===== config.mk =====
export PLATFORM = sky130hd
export DESIGN_NAME = alu_seq_ctrl
export DESIGN_NICKNAME = d
export VERILOG_FILES = /design/src/rtl/alu_pkg.sv /design/src/rtl/alu_muls_counter.sv /design/src/rtl/alu_seq_ctrl.sv
export SDC_FILE = /design/constraint.sdc
export NUM_CORES = 1
export LEC_CHECK = 0
export ABC_AREA = 1
export CAP_MARGIN = 10
export CORE_MARGIN = 5
export CORE_UTILIZATION = 48
export CTS_BUF_LIST = sky130_fd_sc_hd__clkbuf_4
export CTS_CLUSTER_DIAMETER = 80
export DETAILED_ROUTE_END_ITERATION = 10
export GPL_ROUTABILITY_DRIVEN = 0
export HOLD_SLACK_MARGIN = 0.03
export PLACE_DENSITY_LB_ADDON = 0.3
export SLEW_MARGIN = 20
export SYNTH_ARGS = -nofsm -noshare
export SYNTH_HDL_FRONTEND = slang
export SYNTH_SLANG_ARGS = --single-unit

===== constraint.sdc =====
create_clock -name clk -period 9.76 [get_ports clk]
set_input_delay 1.464 -clock clk [delete_from_list [all_inputs] [get_ports clk]]
set_output_delay 1.464 -clock clk [all_outputs]
set_load 0.05 [all_outputs]

===== src/rtl/alu_pkg.sv =====
// alu_pkg: opcodes, FSM states, trap codes and opcode decode helpers
// shared by the ALU sequencer and its MULS step counter.
package alu_pkg;

  localparam logic [6:0] OP_SLL        = 7'd1;
  localparam logic [6:0] OP_SRL        = 7'd2;
  localparam logic [6:0] OP_SRA        = 7'd3;
  localparam logic [6:0] OP_AND        = 7'd4;
  localparam logic [6:0] OP_ANDCC      = 7'd5;
  localparam logic [6:0] OP_ANDN       = 7'd6;
  localparam logic [6:0] OP_ANDNCC     = 7'd7;
  localparam logic [6:0] OP_OR         = 7'd8;
  localparam logic [6:0] OP_ORCC       = 7'd9;
  localparam logic [6:0] OP_ORN        = 7'd10;
  localparam logic [6:0] OP_ORNCC      = 7'd11;
  localparam logic [6:0] OP_XOR        = 7'd12;
  localparam logic [6:0] OP_XORCC      = 7'd13;
  localparam logic [6:0] OP_ADD        = 7'd14;
  localparam logic [6:0] OP_ADDCC      = 7'd15;
  localparam logic [6:0] OP_ADDX       = 7'd16;
  localparam logic [6:0] OP_ADDXCC     = 7'd17;
  localparam logic [6:0] OP_TADDCC     = 7'd18;
  localparam logic [6:0] OP_TADDCCTV   = 7'd19;
  localparam logic [6:0] OP_SUB        = 7'd20;
  localparam logic [6:0] OP_SUBCC      = 7'd21;
  localparam logic [6:0] OP_SUBX       = 7'd22;
  localparam logic [6:0] OP_SUBXCC     = 7'd23;
  localparam logic [6:0] OP_TSUBCC     = 7'd24;
  localparam logic [6:0] OP_TSUBCCTV   = 7'd25;
  localparam logic [6:0] OP_MULSCC     = 7'd26;
  localparam logic [6:0] OP_UMUL       = 7'd27;
  localparam logic [6:0] OP_UMULCC     = 7'd28;
  localparam logic [6:0] OP_UDIV       = 7'd29;
  localparam logic [6:0] OP_UDIVCC     = 7'd30;
  localparam logic [6:0] OP_SDIV       = 7'd31;
  localparam logic [6:0] OP_SDIVCC     = 7'd32;
  localparam logic [6:0] OP_SMUL       = 7'd33;
  localparam logic [6:0] OP_SMULCC     = 7'd34;
  localparam logic [6:0] OP_DBZ_HANDLE = 7'd35;
  localparam logic [6:0] OP_TOF_HANDLE = 7'd36;

  typedef enum logic [1:0] {
    TRAP_NONE = 2'b00,
    TRAP_DBZ  = 2'b01,
    TRAP_TOF  = 2'b10,
    TRAP_ILL  = 2'b11
  } trap_e;

  typedef enum logic [2:0] {
    ST_INIT_D,
    ST_INIT_T,
    ST_IDLE,
    ST_ISSUE,
    ST_CAPTURE,
    ST_TRAP,
    ST_RESP
  } state_e;

  function automatic logic is_legal(input logic [6:0] op);
    return (op != 7'd0) && (op <= OP_SMULCC);
  endfunction

  function automatic logic is_cc(input logic [6:0] op);
    logic r;
    case (op)
      OP_ANDCC, OP_ANDNCC, OP_ORCC, OP_ORNCC, OP_XORCC,
      OP_ADDCC, OP_ADDXCC, OP_TADDCC, OP_TADDCCTV,
      OP_SUBCC, OP_SUBXCC, OP_TSUBCC, OP_TSUBCCTV,
      OP_MULSCC, OP_UMULCC, OP_UDIVCC, OP_SDIVCC,
      OP_SMULCC: r = 1'b1;
      default:   r = 1'b0;
    endcase
    return r;
  endfunction

  function automatic logic writes_y(input logic [6:0] op);
    logic r;
    case (op)
      OP_MULSCC, OP_UMUL, OP_UMULCC,
      OP_SMUL, OP_SMULCC: r = 1'b1;
      default:            r = 1'b0;
    endcase
    return r;
  endfunction

endpackage


===== src/rtl/alu_muls_counter.sv =====
// alu_muls_counter: MULS step counter, saturating at MUL_STEPS.
// Ports: clr_i restarts at 0, inc_i advances, last_o/pre_last_o flag steps.
module alu_muls_counter
  import alu_pkg::*;
#(
  parameter int MUL_STEPS = 32
) (
  input  logic clk,
  input  logic rst,
  input  logic clr_i,
  input  logic inc_i,
  output logic last_o,
  output logic pre_last_o
);

  localparam int CW = $clog2(MUL_STEPS + 1);

  logic [CW-1:0] cnt_q;
  logic [CW-1:0] cnt_d;

  assign last_o     = (cnt_q == CW'(MUL_STEPS));
  assign pre_last_o = (cnt_q == CW'(MUL_STEPS - 1));

  always_comb begin
    cnt_d = cnt_q;
    if (clr_i) begin
      cnt_d = '0;
    end else if (inc_i && !last_o) begin
      cnt_d = cnt_q + CW'(1);
    end
  end

  always_ff @(posedge clk or posedge rst) begin
    if (rst) begin
      cnt_q <= '0;
    end else begin
      cnt_q <= cnt_d;
    end
  end

endmodule


===== src/rtl/alu_seq_ctrl.sv =====
// alu_seq_ctrl: req/resp sequencer in front of the integer ALU; owns ICC/Y,
// clears sticky ALU traps via handler opcodes, expands MULS into MULScc steps.
module alu_seq_ctrl
  import alu_pkg::*;
#(
  parameter int MUL_STEPS = 32
) (
  input  logic        clk,
  input  logic        rst,
  input  logic        req_valid,
  output logic        req_ready,
  input  logic [6:0]  req_op,
  input  logic        req_muls,
  input  logic [31:0] req_a,
  input  logic [31:0] req_b,
  output logic        resp_valid,
  input  logic        resp_ready,
  output logic [31:0] resp_data,
  output logic [31:0] resp_y,
  output logic [3:0]  resp_icc,
  output logic [1:0]  resp_trap,
  output logic [31:0] alu_r1,
  output logic [31:0] alu_r2,
  output logic [6:0]  alu_instruction,
  output logic        alu_operate,
  output logic [3:0]  alu_icc_in,
  output logic [31:0] alu_y_in,
  input  logic [31:0] alu_rd,
  input  logic [3:0]  alu_icc_out,
  input  logic [31:0] alu_y_out,
  input  logic        alu_dbz,
  input  logic        alu_tof
);

  state_e      state_q;
  trap_e       trap_q;
  logic [3:0]  icc_q;
  logic [31:0] y_q;
  logic [31:0] r1_q;
  logic [31:0] r2_q;
  logic [6:0]  op_q;
  logic        operate_q;
  logic        mul_q;
  logic        tof_pend_q;
  logic        valid_q;
  logic [31:0] data_q;

  logic trap_hit;
  logic cnt_clr;
  logic cnt_inc;
  logic cnt_last;
  logic cnt_pre_last;

  assign trap_hit = alu_dbz | alu_tof;
  assign cnt_clr  = (state_q == ST_IDLE) & req_valid & req_muls;
  assign cnt_inc  = (state_q == ST_CAPTURE) & mul_q & ~trap_hit;

  alu_muls_counter #(
    .MUL_STEPS (MUL_STEPS)
  ) u_cnt (
    .clk        (clk),
    .rst        (rst),
    .clr_i      (cnt_clr),
    .inc_i      (cnt_inc),
    .last_o     (cnt_last),
    .pre_last_o (cnt_pre_last)
  );

  assign req_ready       = (state_q == ST_IDLE);
  assign resp_valid      = valid_q;
  assign resp_data       = data_q;
  assign resp_y          = y_q;
  assign resp_icc        = icc_q;
  assign resp_trap       = trap_q;
  assign alu_r1          = r1_q;
  assign alu_r2          = r2_q;
  assign alu_instruction = op_q;
  assign alu_operate     = operate_q;
  assign alu_icc_in      = icc_q;
  assign alu_y_in        = y_q;

  // During MULS r1_q doubles as the running accumulator (high word).
  always_ff @(posedge clk or posedge rst) begin
    if (rst) begin
      state_q    <= ST_INIT_D;
      trap_q     <= TRAP_NONE;
      icc_q      <= '0;
      y_q        <= '0;
      r1_q       <= '0;
      r2_q       <= '0;
      op_q       <= '0;
      operate_q  <= 1'b0;
      mul_q      <= 1'b0;
      tof_pend_q <= 1'b0;
      valid_q    <= 1'b0;
      data_q     <= '0;
    end else begin
      operate_q <= 1'b0;
      unique case (state_q)
        ST_INIT_D: begin
          op_q      <= OP_DBZ_HANDLE;
          operate_q <= 1'b1;
          state_q   <= ST_INIT_T;
        end
        ST_INIT_T: begin
          op_q      <= OP_TOF_HANDLE;
          operate_q <= 1'b1;
          state_q   <= ST_IDLE;
        end
        ST_IDLE: begin
          if (req_valid) begin
            mul_q <= req_muls;
            if (req_muls) begin
              y_q       <= req_b;
              icc_q     <= '0;
              r1_q      <= '0;
              r2_q      <= req_a;
              op_q      <= OP_MULSCC;
              operate_q <= 1'b1;
              state_q   <= ST_ISSUE;
            end else if (!is_legal(req_op)) begin
              trap_q  <= TRAP_ILL;
              data_q  <= '0;
              valid_q <= 1'b1;
              state_q <= ST_RESP;
            end else begin
              op_q      <= req_op;
              r1_q      <= req_a;
              r2_q      <= req_b;
              operate_q <= 1'b1;
              state_q   <= ST_ISSUE;
            end
          end
        end
        ST_ISSUE: begin
          state_q <= ST_CAPTURE;
        end
        ST_CAPTURE: begin
          if (trap_hit) begin
            // DBZ wins the code and is cleared first.
            trap_q     <= alu_dbz ? TRAP_DBZ : TRAP_TOF;
            tof_pend_q <= alu_dbz & alu_tof;
            op_q       <= alu_dbz ? OP_DBZ_HANDLE : OP_TOF_HANDLE;
            operate_q  <= 1'b1;
            data_q     <= '0;
            state_q    <= ST_TRAP;
          end else if (mul_q) begin
            r1_q  <= alu_rd;
            y_q   <= alu_y_out;
            icc_q <= alu_icc_out;
            if (cnt_last) begin
              data_q  <= alu_rd;
              trap_q  <= TRAP_NONE;
              valid_q <= 1'b1;
              state_q <= ST_RESP;
            end else begin
              // The final step shifts with a zero addend.
              if (cnt_pre_last) begin
                r2_q <= '0;
              end
              operate_q <= 1'b1;
              state_q   <= ST_ISSUE;
            end
          end else begin
            data_q <= alu_rd;
            trap_q <= TRAP_NONE;
            if (is_cc(op_q)) begin
              icc_q <= alu_icc_out;
            end
            if (writes_y(op_q)) begin
              y_q <= alu_y_out;
            end
            valid_q <= 1'b1;
            state_q <= ST_RESP;
          end
        end
        ST_TRAP: begin
          if (tof_pend_q) begin
            tof_pend_q <= 1'b0;
            op_q       <= OP_TOF_HANDLE;
            operate_q  <= 1'b1;
          end else begin
            valid_q <= 1'b1;
            state_q <= ST_RESP;
          end
        end
        ST_RESP: begin
          if (resp_ready) begin
            valid_q <= 1'b0;
            state_q <= ST_IDLE;
          end
        end
        default: begin
          state_q <= ST_IDLE;
        end
      endcase
    end
  end

endmodule


Yosys cells after proc, flatten, opt, wreduce, memory -nomap -nowiden --
Memory sizes are Yosys's and may differ from the RTL's. Cells that the tools add are included. W data, S select, Z words.
Word-level totals: word-level logic and storage cells 161, flip-flop bits (word level) 154, memories kept 1, bits in read-only memories 64, output and inout bits 180
Operators by class: order comparisons 1, equal/unequal tests 30, reductions and logical operators 22, bitwise logic cells 7, add/sub/neg operators 1, multiplexer cells 86
Memory list:
- (name not given) | depth 64, bits a word 1, read ports 1, clocked after memory_dff 0, wr ports 0, line alu_pkg.sv:65 | case (op)
Operators with widths (number):
- $mux W32 | 23
- $pmux W32 S2 | 4
- $mux W7 | 5
- $pmux W7 S5 | 1
- $mux W3 | 9
- $reduce_and A5 Y1 | 5
- $mux W1 | 24
- $ne A2 B2 Y1 const B | 11
- $eq A7 B5 Y1 const B | 3
- $mux W4 | 5
- $pmux W3 S6 | 1
- $eq A7 B6 Y1 const B | 2
- $mux W2 | 7
- $mux W6 | 2
- $eq A3 B3 Y1 const B | 3
- $ne A3 B2 Y1 const B | 3
- $pmux W1 S4 | 2
- $pmux W4 S2 | 1
- $reduce_and A8 Y1 | 1
- $le A7 B6 Y1 const B | 1
- $reduce_and A7 Y1 | 1
- $reduce_bool A7 Y1 | 1
- $add A6 B1 Y6 const B | 1
- $eq A3 B2 Y1 const B | 2
- other kinds (21) | 29

Depth between registers and ports, before layout --
Gate-level depths: netlist (run 1).
depth in word-level cells 10, depth in mapped cells 12

By module --
A second synthesis (run 1) with hierarchy kept.
Second synthesis, totals: cells, all modules 1110, area total of the unflattened synthesis 8293.0 um2
By module, submodules not included:
- alu_seq_ctrl | area an instance 7882.6 um2, times used 1, cells an instance 1059, seq. area each 3703.6 um2
- alu_muls_counter | area an instance 410.4 um2, times used 1, cells an instance 51, seq. area each 150.1 um2

Worst setup path after synthesis (run 1) --
No wires, ideal clock.
kind input to register, start input req_op[3], end register r2_q[0] (netlist: alu_r2[0]), required time 9641 ps, setup slack 7090 ps, arrival 2551 ps, stages on the path 12, path buffers 2, cell sequence inv_1 -> nand2_1 -> nor2_1 -> o21ai_0 -> nand2_1 -> nand3_1 -> nand2_1 -> buf_2 -> nand3_4 -> buf_6 -> nand2_1 -> nand2_1
Between the ends: word-level cells in the longest chain between the ends 4, elaborated cells on any way between the ends 5
RTL lines:
- from (decl) | line alu_seq_ctrl.sv:12 | input logic [6:0] req_op,
- $le A7 B6 Y1 / $reduce_bool A7 Y1 (equally long branches) | line alu_pkg.sv:60 | return (op != 7'd0) && (op <= OP_SMULCC);
- $logic_and A1 B1 Y1 * | line alu_pkg.sv:60
- $ne A3 B1 Y1 (no source line) *
- $reduce_and A7 Y1 (no source line) *
- to (signal assigned) | line alu_seq_ctrl.sv:117 | r2_q <= req_a;
- to (signal assigned) | line alu_seq_ctrl.sv:129 | r2_q <= req_b;
- to (decl) | line alu_seq_ctrl.sv:40 | logic [31:0] r2_q;
Mark *: on every way between the ends. The rest lies on a longest branch, timed or not. A chain may end at the register's enable or synchronous reset.

Worst setup path after layout (run 1) --
start input req_muls, end register data_q[24] (netlist: resp_data[24])
Between the ends: word-level cells in the longest chain between the ends 2
RTL lines:
- from (decl) | line alu_seq_ctrl.sv:13 | input logic req_muls,
- $ne A2 B2 Y1 (no source line)
- $reduce_and A5 Y1 (no source line)
- to (signal assigned) | line alu_seq_ctrl.sv:152 | data_q <= alu_rd;
- to (signal assigned) | line alu_seq_ctrl.sv:165 | data_q <= alu_rd;
- to (decl) | line alu_seq_ctrl.sv:46 | logic [31:0] data_q;
No other way between the ends.

==> summary.md, run 1 <==
| Metric | Value |
|---|---|
| Clk_lat worst skew | between 0.5 and 0.6 ns |
| Top-count cell post-synth | nand2_1 |
| Primary FF master, synth | dfrtp_1 |
| Overall Power | ~0.0038 W |
| Setup-failing EPs final | 0 |
| Num CTS Buffers | 17 |
| Syn Nets | ~1300 |
| Max Slew Vio Count | 0 |
| WP depth | 8 |
| Top-area cell type share of the netlist area | 0.447 |
| Slew margin rel. | 0.316 |
| Fill cells | around 1500 |
| Die area | 0.0207 sq mm |
| Status | finished, final reports clean |
| Distinct cells, synth | 33 |
| Post_cts resized | 0 |
| Max Buffers Root-to-Sink | 2 |
| FF-to-FF Start | state_q[1]$_DFFE_PP0P_ |
| DR vias | 8637 |
| Worst-path maximum fanout | between 50 and 60 |
| Register Area | a little under 0.004 sq mm |
| Largest area contributor in the netlist | dfrtp_1 |
| Final Skew | ~0.025 ns |
| Share of layout cells above drive strength 1 | 0.0885 |
| VDD IR max | 0.254 mV |
| Layout Nets | approximately 1500 |
| Final critical-path share of the clock period | 0.398 |
| Worst Path Buf+Inv | 3 |
| CP arrival | about 4.4 ns |
| Vias per cell | around 5.3 |
| Number of synthesized flops with an enable pin | 0 |
| Ys Warns | 0 |
| Capturing element type of the critical path | flop |
| Async S/R FF share, synth | 1.00 |
| Initial Utilization | 0.483 |
| Critical path type | primary input to flop |
| Initial detailed-routing violation count | between 600 and 700 |
| Final Hold Vio Count | 0 |
| Vias in the first global route | 8224 |
| Worst Max-Slew Pin Slew | just over 1 ns |
| RSZ-0062 raised after global routing | no |
| Leak | around 5.8 nW |
| CP max stage delay | approximately 0.7 ns |
| Clock group share of total power | 0.097 |
| Top cells by area, synth | dfrtp_1 45%, nand2_1 18%, nand3_1 4.5%, o21ai_2 4.4%, nor2_1 3.7% |
| Synth Cell Area | between 0.008 and 0.009 sq mm |
| Post-DP HPWL | ~22 mm |
| RR Endpoint | alu_y_in[14]$_DFFE_PP0P_ |
| Root Driver | clkbuf_4 |
| Multi-input gate area | roughly 0.0038 sq mm |
| Critical Path Start | req_muls |
| Period minus WS final | 3.88 ns |
| H-tree depth | 4 |
| Crit path capture | resp_data[24]$_DFFE_PP0P_ |
| CTS tree | built |
| Achievable Freq | 258 MHz |
| Grt total ovfl | 0 |
| Cell breakdown of the critical path | buf_2 -> inv_2 -> nand3_1 -> buf_4 -> nand3_1 -> nand2_2 -> nand2_1 -> nand2_1 |
| Reg2Reg Setup Slack | approximately 6.2 ns |
| FF+latch count, synth | 154 |
| CP top delay family | buffers and inverters |
| Antenna Nets Post-Route | 0 |
| Ports | about 330 |
| First-pass GRT wire length | around 44 mm |
| 1st-pass router iterations | 6 |
| Mean Syn Cell Area | 7.63 sq um |
| Slowest cell on crit path | buf_2 |
| Row count | slightly below 50 |
| Core ar. | approximately 0.018 sq mm |
| Antenna violations before repair | 1 |
| Die width | around 140 microns |
| Hold crit path type | flop to flop |
| Sw Share | 0.553 |
| Critical Path Source Type | primary input |
| Sequential power share | 0.264 |
| Layout area overhead | 36.9% |
| Switching power | 0.00209 W |
| Register area share after synthesis | 0.447 |
| # hold bufs at CTS | 0 |
| Post-synth top cells | 419 x nand2_1, 154 x dfrtp_1, 86 x nor2_1, 77 x nand3_1, 74 x inv_1 |
| Syn Inst Count | approximately 1100 |
| Worst endpoint required time | slightly above 10 ns |
| FF-to-FF path depth | 10 |
| Sink Count | between 150 and 200 |
| Int Pwr | around 0.0017 W |
| Clock slew at reported path FFs | ~0.14 ns |
| Comb power frac | 0.639 |
| Post-route DRC | 0 |
| Number of I/O port buffers | about 330 |
| Fin Setup TNS | 0 ns |
| Die height | 144 microns |
| Largest net degree at the start of global routing | 96 |
| Final wirelength | roughly 29 mm |
| Post-CTS setup buffer count | 0 |
| PD cells | between 300 and 400 mW/mm^2 |
| WL/cell | around 18 microns |
| All-Layer GR Usage | 0.278 |
| Max-Cap Viols | 0 |
-- cell type report --
class	instances	area share
flip-flops and latches	154	0.327
inverters	80	0.0261
repair buffers	331	0.279
clock inverters	12	0.00838
well taps	229	0.0243
diodes	1	0.000212
clock buffers	20	0.0127
multi-input cells	793	0.323
-- metrics by stage --
step,hold WS (ns),utilization,instances,area (sq um),worst slack (ns)
floorplan,0.478,-,1129,8620,4.15
finish,0.487,0.661,1620,11800,5.88
CTS,0.492,0.661,1619,11800,5.91
global placement,0.455,0.647,1587,11500,5.43
global route,0.515,0.661,1620,11800,5.68
detailed placement,0.462,0.647,1587,11500,5.36
-- how the worst min path moves through the flow --
stage                                    from                         to  slack, ns  depth (start not counted)
floorplan              tof_pend_q$_DFFE_PP0P_     tof_pend_q$_DFFE_PP0P_       0.48                          2
global placement       alu_r2[11]$_DFFE_PP0P_     alu_r2[11]$_DFFE_PP0P_       0.45                          2
detailed placement  resp_data[26]$_DFFE_PP0P_  resp_data[26]$_DFFE_PP0P_       0.46                          2
CTS                    alu_r2[24]$_DFFE_PP0P_     alu_r2[24]$_DFFE_PP0P_       0.49                          2
global route         resp_data[0]$_DFFE_PP0P_   resp_data[0]$_DFFE_PP0P_       0.52                          2
finish                 alu_r2[24]$_DFFE_PP0P_     alu_r2[24]$_DFFE_PP0P_       0.49                          2
-- flip-flops by register name, indices dropped and copies added (netlist names), 2 cells and up --
name,count
alu_y_in,32
alu_r2,32
state_q,3
resp_data,32
alu_r1,32
alu_icc_in,4
u_cnt.cnt_q,6
alu_instruction,7
resp_trap,2
-- worst reg2reg max path: cells and delay by family (launching register included) --
family	cells	cell delay (ns)
AOI/OAI and AO/OA	1	0.07
buffers and inverters	3	1.44
DFF	1	0.52
and+or+nand+nor	6	1.48
-- power by group through the flow --
stage	clock (W)	sequential, W	combinational, W
CTS	0.000377	0.000997	0.00243
global route	0.000398	0.00102	0.00257
global placement	0	0.00100	0.00240
floorplan	0	0.00160	0.00121
finish	0.000366	0.000998	0.00242
detailed placement	0	0.00101	0.00243
-- cell families (layout without fill, tap and decap cells) --
group | after synthesis | count (layout) | synth area share
AND/OR/NAND/NOR | 664 | 664 | 0.333
flip-flops | 154 | 154 | 0.447
adder cells (fa/ha/maj) | 4 | 4 | 0.00581
XOR/XNOR | 3 | 3 | 0.00305
AO/OA/AOI/OAI | 122 | 122 | 0.0993
other | 0 | 1 | 0
buffers and inverters | 182 | 443 | 0.112
-- cells in the final DEF (no fill, tap or decap), types with 6 or more instances in the layout --
cell | netlist | final
buf_4 | 41 | 6
clkdlybuf4s50_1 | 0 | 324
o21a_1 | 12 | 12
inv_1 | 74 | 71
nor2_1 | 86 | 86
o21ai_2 | 43 | 43
dfrtp_1 | 154 | 154
nand2_1 | 419 | 419
nand4_1 | 41 | 41
inv_2 | 5 | 6
a31oi_1 | 33 | 33
nand2_2 | 23 | 23
o21ai_0 | 26 | 26
clkbuf_4 | 0 | 20
nand3_1 | 77 | 77
-- layer usage --
metal  track usage  wire length, microns  vias up
li1              -                     -     4076
met1         0.347                 11000     4001
met4         0.133                  1290        0
met3        0.0625                  3000       85
met5             0                     0        -
met2         0.458                 14200      475
Note: power is estimated with default switching activity, not from simulation.
==> run 2: changes to the inputs <==
--- a/config.mk
+++ b/config.mk
@@ -8,7 +8,7 @@
 export ABC_AREA = 1
 export CAP_MARGIN = 10
 export CORE_MARGIN = 5
-export CORE_UTILIZATION = 48
+export CORE_UTILIZATION = 42
 export CTS_BUF_LIST = sky130_fd_sc_hd__clkbuf_4
 export CTS_CLUSTER_DIAMETER = 80
 export DETAILED_ROUTE_END_ITERATION = 10
==> constraint.sdc (replaced) <==
create_clock -name clk -period 3.3 [get_ports clk]
set_input_delay 0.495 -clock clk [delete_from_list [all_inputs] [get_ports clk]]
set_output_delay 0.495 -clock clk [all_outputs]
set_load 0.05 [all_outputs]
==> summary.md, run 2 (same netlist as run 1, synthesis figures left out) <==
| Metric | Value |
|---|---|
| Clock group share of total power | 0.115 (+0.018) |
| Grt total ovfl | 0 (unchanged) |
| Final Hold Vio Count | 0 (unchanged) |
| FF-to-FF path depth | 11 (+1) |
| Int Pwr | 0.00526 W (+210%) |
| Clock slew at reported path FFs | 0.14 ns (about the same) |
| Overall Power | 0.0115 W (+200%) |
| Final Skew | 0.0187 ns (-0.00660 ns) |
| Root Driver | clkbuf_4 |
| Max Buffers Root-to-Sink | 2 (unchanged) |
| Worst Hold Slack | 0.409 ns (-0.0783 ns) |
| Max-Cap Viols | 0 (unchanged) |
| Fin Setup TNS | 0 ns (unchanged) |
| Sink Count | 154 (unchanged) |
| Hold crit path type | primary input to flop |
| Fill cells | 1868 (+22%) |
| Layout area overhead | 39.1% |
| Setup-failing EPs final | 0 (unchanged) |
| Ports | 326 (unchanged) |
| Commonest non-fill, non-tap cells in the layout | 419 x nand2_1, 324 x clkdlybuf4s50_1, 154 x dfrtp_1, 86 x nor2_1, 77 x nand3_1 |
| Vias in the first global route | 8218 (-0.073%) |
| Sequential power share | 0.256 (-0.008) |
| # hold bufs at CTS | 0 (unchanged) |
| Hold Crit Depth | 4 (+2) |
| Antenna Nets Post-Route | 0 (unchanged) |
| Post_cts resized | 0 (unchanged) |
| Die width | 153 microns (+6.4%) |
| CP arrival | 2.30 ns (-2.08 ns) |
| Final critical-path share of the clock period | 0.847 |
| Die height | 153 microns (+6.4%) |
| Capturing element type of the critical path | output port |
| Leak | 5.86 nW (+1.1%) |
| Row count | 52 (+6.1%) |
| Period minus WS final | 2.80 ns |
| Final wirelength | 29.9 mm (+1.7%) |
| Commonest non-fill, non-tap cell in the layout | nand2_1 |
| Status | finished, final reports clean |
| Die area | 0.0235 sq mm (+13%) |
| Max Slew Vio Count | 0 (unchanged) |
| Initial detailed-routing violation count | 517 (-24%) |
| First-pass GRT wire length | 46.4 mm (+4.5%) |
| Antenna violations before repair | 1 (unchanged) |
| DR vias | 8477 (-1.9%) |
| Vias per cell | 5.09 (-4.6%) |
| CTS tree | built |
| Critical Path Source Type | flop |
| Layout Nets | 1533 (+0.39%) |
| Worst-path maximum fanout | 8 (-86%) |
| Largest net degree at the start of global routing | 155 (+61%) |
| All-Layer GR Usage | 0.249 (-0.0283) |
| RSZ-0062 raised after global routing | no |
| WL/cell | 18.0 microns (-1.1%) |
| Post-DP HPWL | 21.9 mm (+0.93%) |
| Number of I/O port buffers | 325 (unchanged) |
| Clk_lat worst skew | 0.55 ns (about the same) |
| Worst Max-Slew Pin Slew | 0.983 ns (-0.0359 ns) |
| Slew margin rel. | 0.344 (+0.0281) |
| Core ar. | 0.0202 sq mm (+13%) |
| H-tree depth | 4 (unchanged) |
| 1st-pass router iterations | 5 (-1) |
| PD cells | 955 mW/mm^2 (+200%) |
| Post-CTS setup buffer count | 0 (unchanged) |
| Initial Utilization | 0.426 (-0.0571) |
| Share of layout cells above drive strength 1 | 0.0946 (+0.00613) |
| Num CTS Buffers | 17 (unchanged) |
| Sw Share | 0.541 (-0.0119) |
| VDD IR max | 0.660 mV (+160%) |
| Worst endpoint required time | 2.80 ns (-7.46 ns) |
| Switching power | 0.00620 W (+200%) |
| Achievable Freq | ~360 MHz |
| Comb power frac | 0.629 (-0.010) |
| Critical path type | flop to output port |
| Post-route DRC | 0 (unchanged) |
[run 2: cell types whose count changed in the layout (fill, tap and decap cells not counted)]
cell	previous run	this run
clkinv_4	1	0
bufinv_16	1	4
clkbuf_4	20	19
clkinv_1	5	0
buf_4	6	10
buf_12	0	2
clkinv_2	1	3
inv_6	3	1
inv_1	71	72
clkinvlp_4	3	5
[run 2: path summary, 6_finish.rpt]
check / slack (ns) / start / endpoint
hold / removal: 0.41 / req_muls / alu_instruction[5]$_DFFE_PP0P_
setup / recovery: 0.50 / state_q[2]$_DFFE_PP0P_ / req_ready
setup reg to reg: 0.74 / state_q[2]$_DFFE_PP0P_ / resp_data[29]$_DFFE_PP0P_
min in group asynchronous: 0.47 / rst / alu_y_in[25]$_DFFE_PP0P_
hold reg to reg: 0.49 / resp_trap[1]$_DFFE_PP0P_ / resp_trap[1]$_DFFE_PP0P_
max in group asynchronous: 2.10 / rst / alu_r1[12]$_DFFE_PP0P_
[run 2: power by group through the flow]
stage	Combinational, W	Clock (W)	Sequential [W]
5_1_grt	0.00764	0.00143	0.00301
2_1_floorplan	0.00357	0	0.00473
6_report	0.00720	0.00132	0.00293
3_3_place_gp	0.00716	0	0.00296
3_5_place_dp	0.00724	0	0.00296
4_1_cts	0.00725	0.00136	0.00293
[run 2: worst max-delay path, cell delays in order, from the launching register on]
cell and delay [ns]:
dfrtp_1 0.51, inv_2 0.13, nand3_4 0.15, inv_4 0.14, clkdlybuf4s50_1 0.82
[run 2: layout make-up]
class,count,area (sq um),area share
sequential,154,3850,0.321
clock inverter,12,174,0.0145
multi-input combinational,793,3810,0.318
tap,270,338,0.0282
inverter,80,307,0.0256
antenna,1,2.50,0.000209
clock buffer,19,143,0.0119
timing repair buffer,337,3360,0.281
[run 2: routing by layer]
layer  global-route usage  up-vias  routed length (microns)
li1                     -     4089                        -
met3               0.0766       40                     2530
met1                0.300     4019                    11800
met2                0.423      329                    14900
met5                    0        -                        0
met4               0.0878        0                      748
[run 2: per-stage QoR]
| stage | util | cell area [sq um] | cells | setup WS, ns |
|---|---|---|---|---|
| 2_1_floorplan | - | 8620 | 1129 | 0.860 |
| 3_3_place_gp | 0.577 | 11700 | 1634 | 0.418 |
| 3_5_place_dp | 0.577 | 11700 | 1634 | 0.374 |
| 4_1_cts | 0.592 | 12000 | 1665 | 0.437 |
| 5_1_grt | 0.593 | 12000 | 1666 | 0.364 |
| 6_report | 0.593 | 12000 | 1666 | 0.505 |
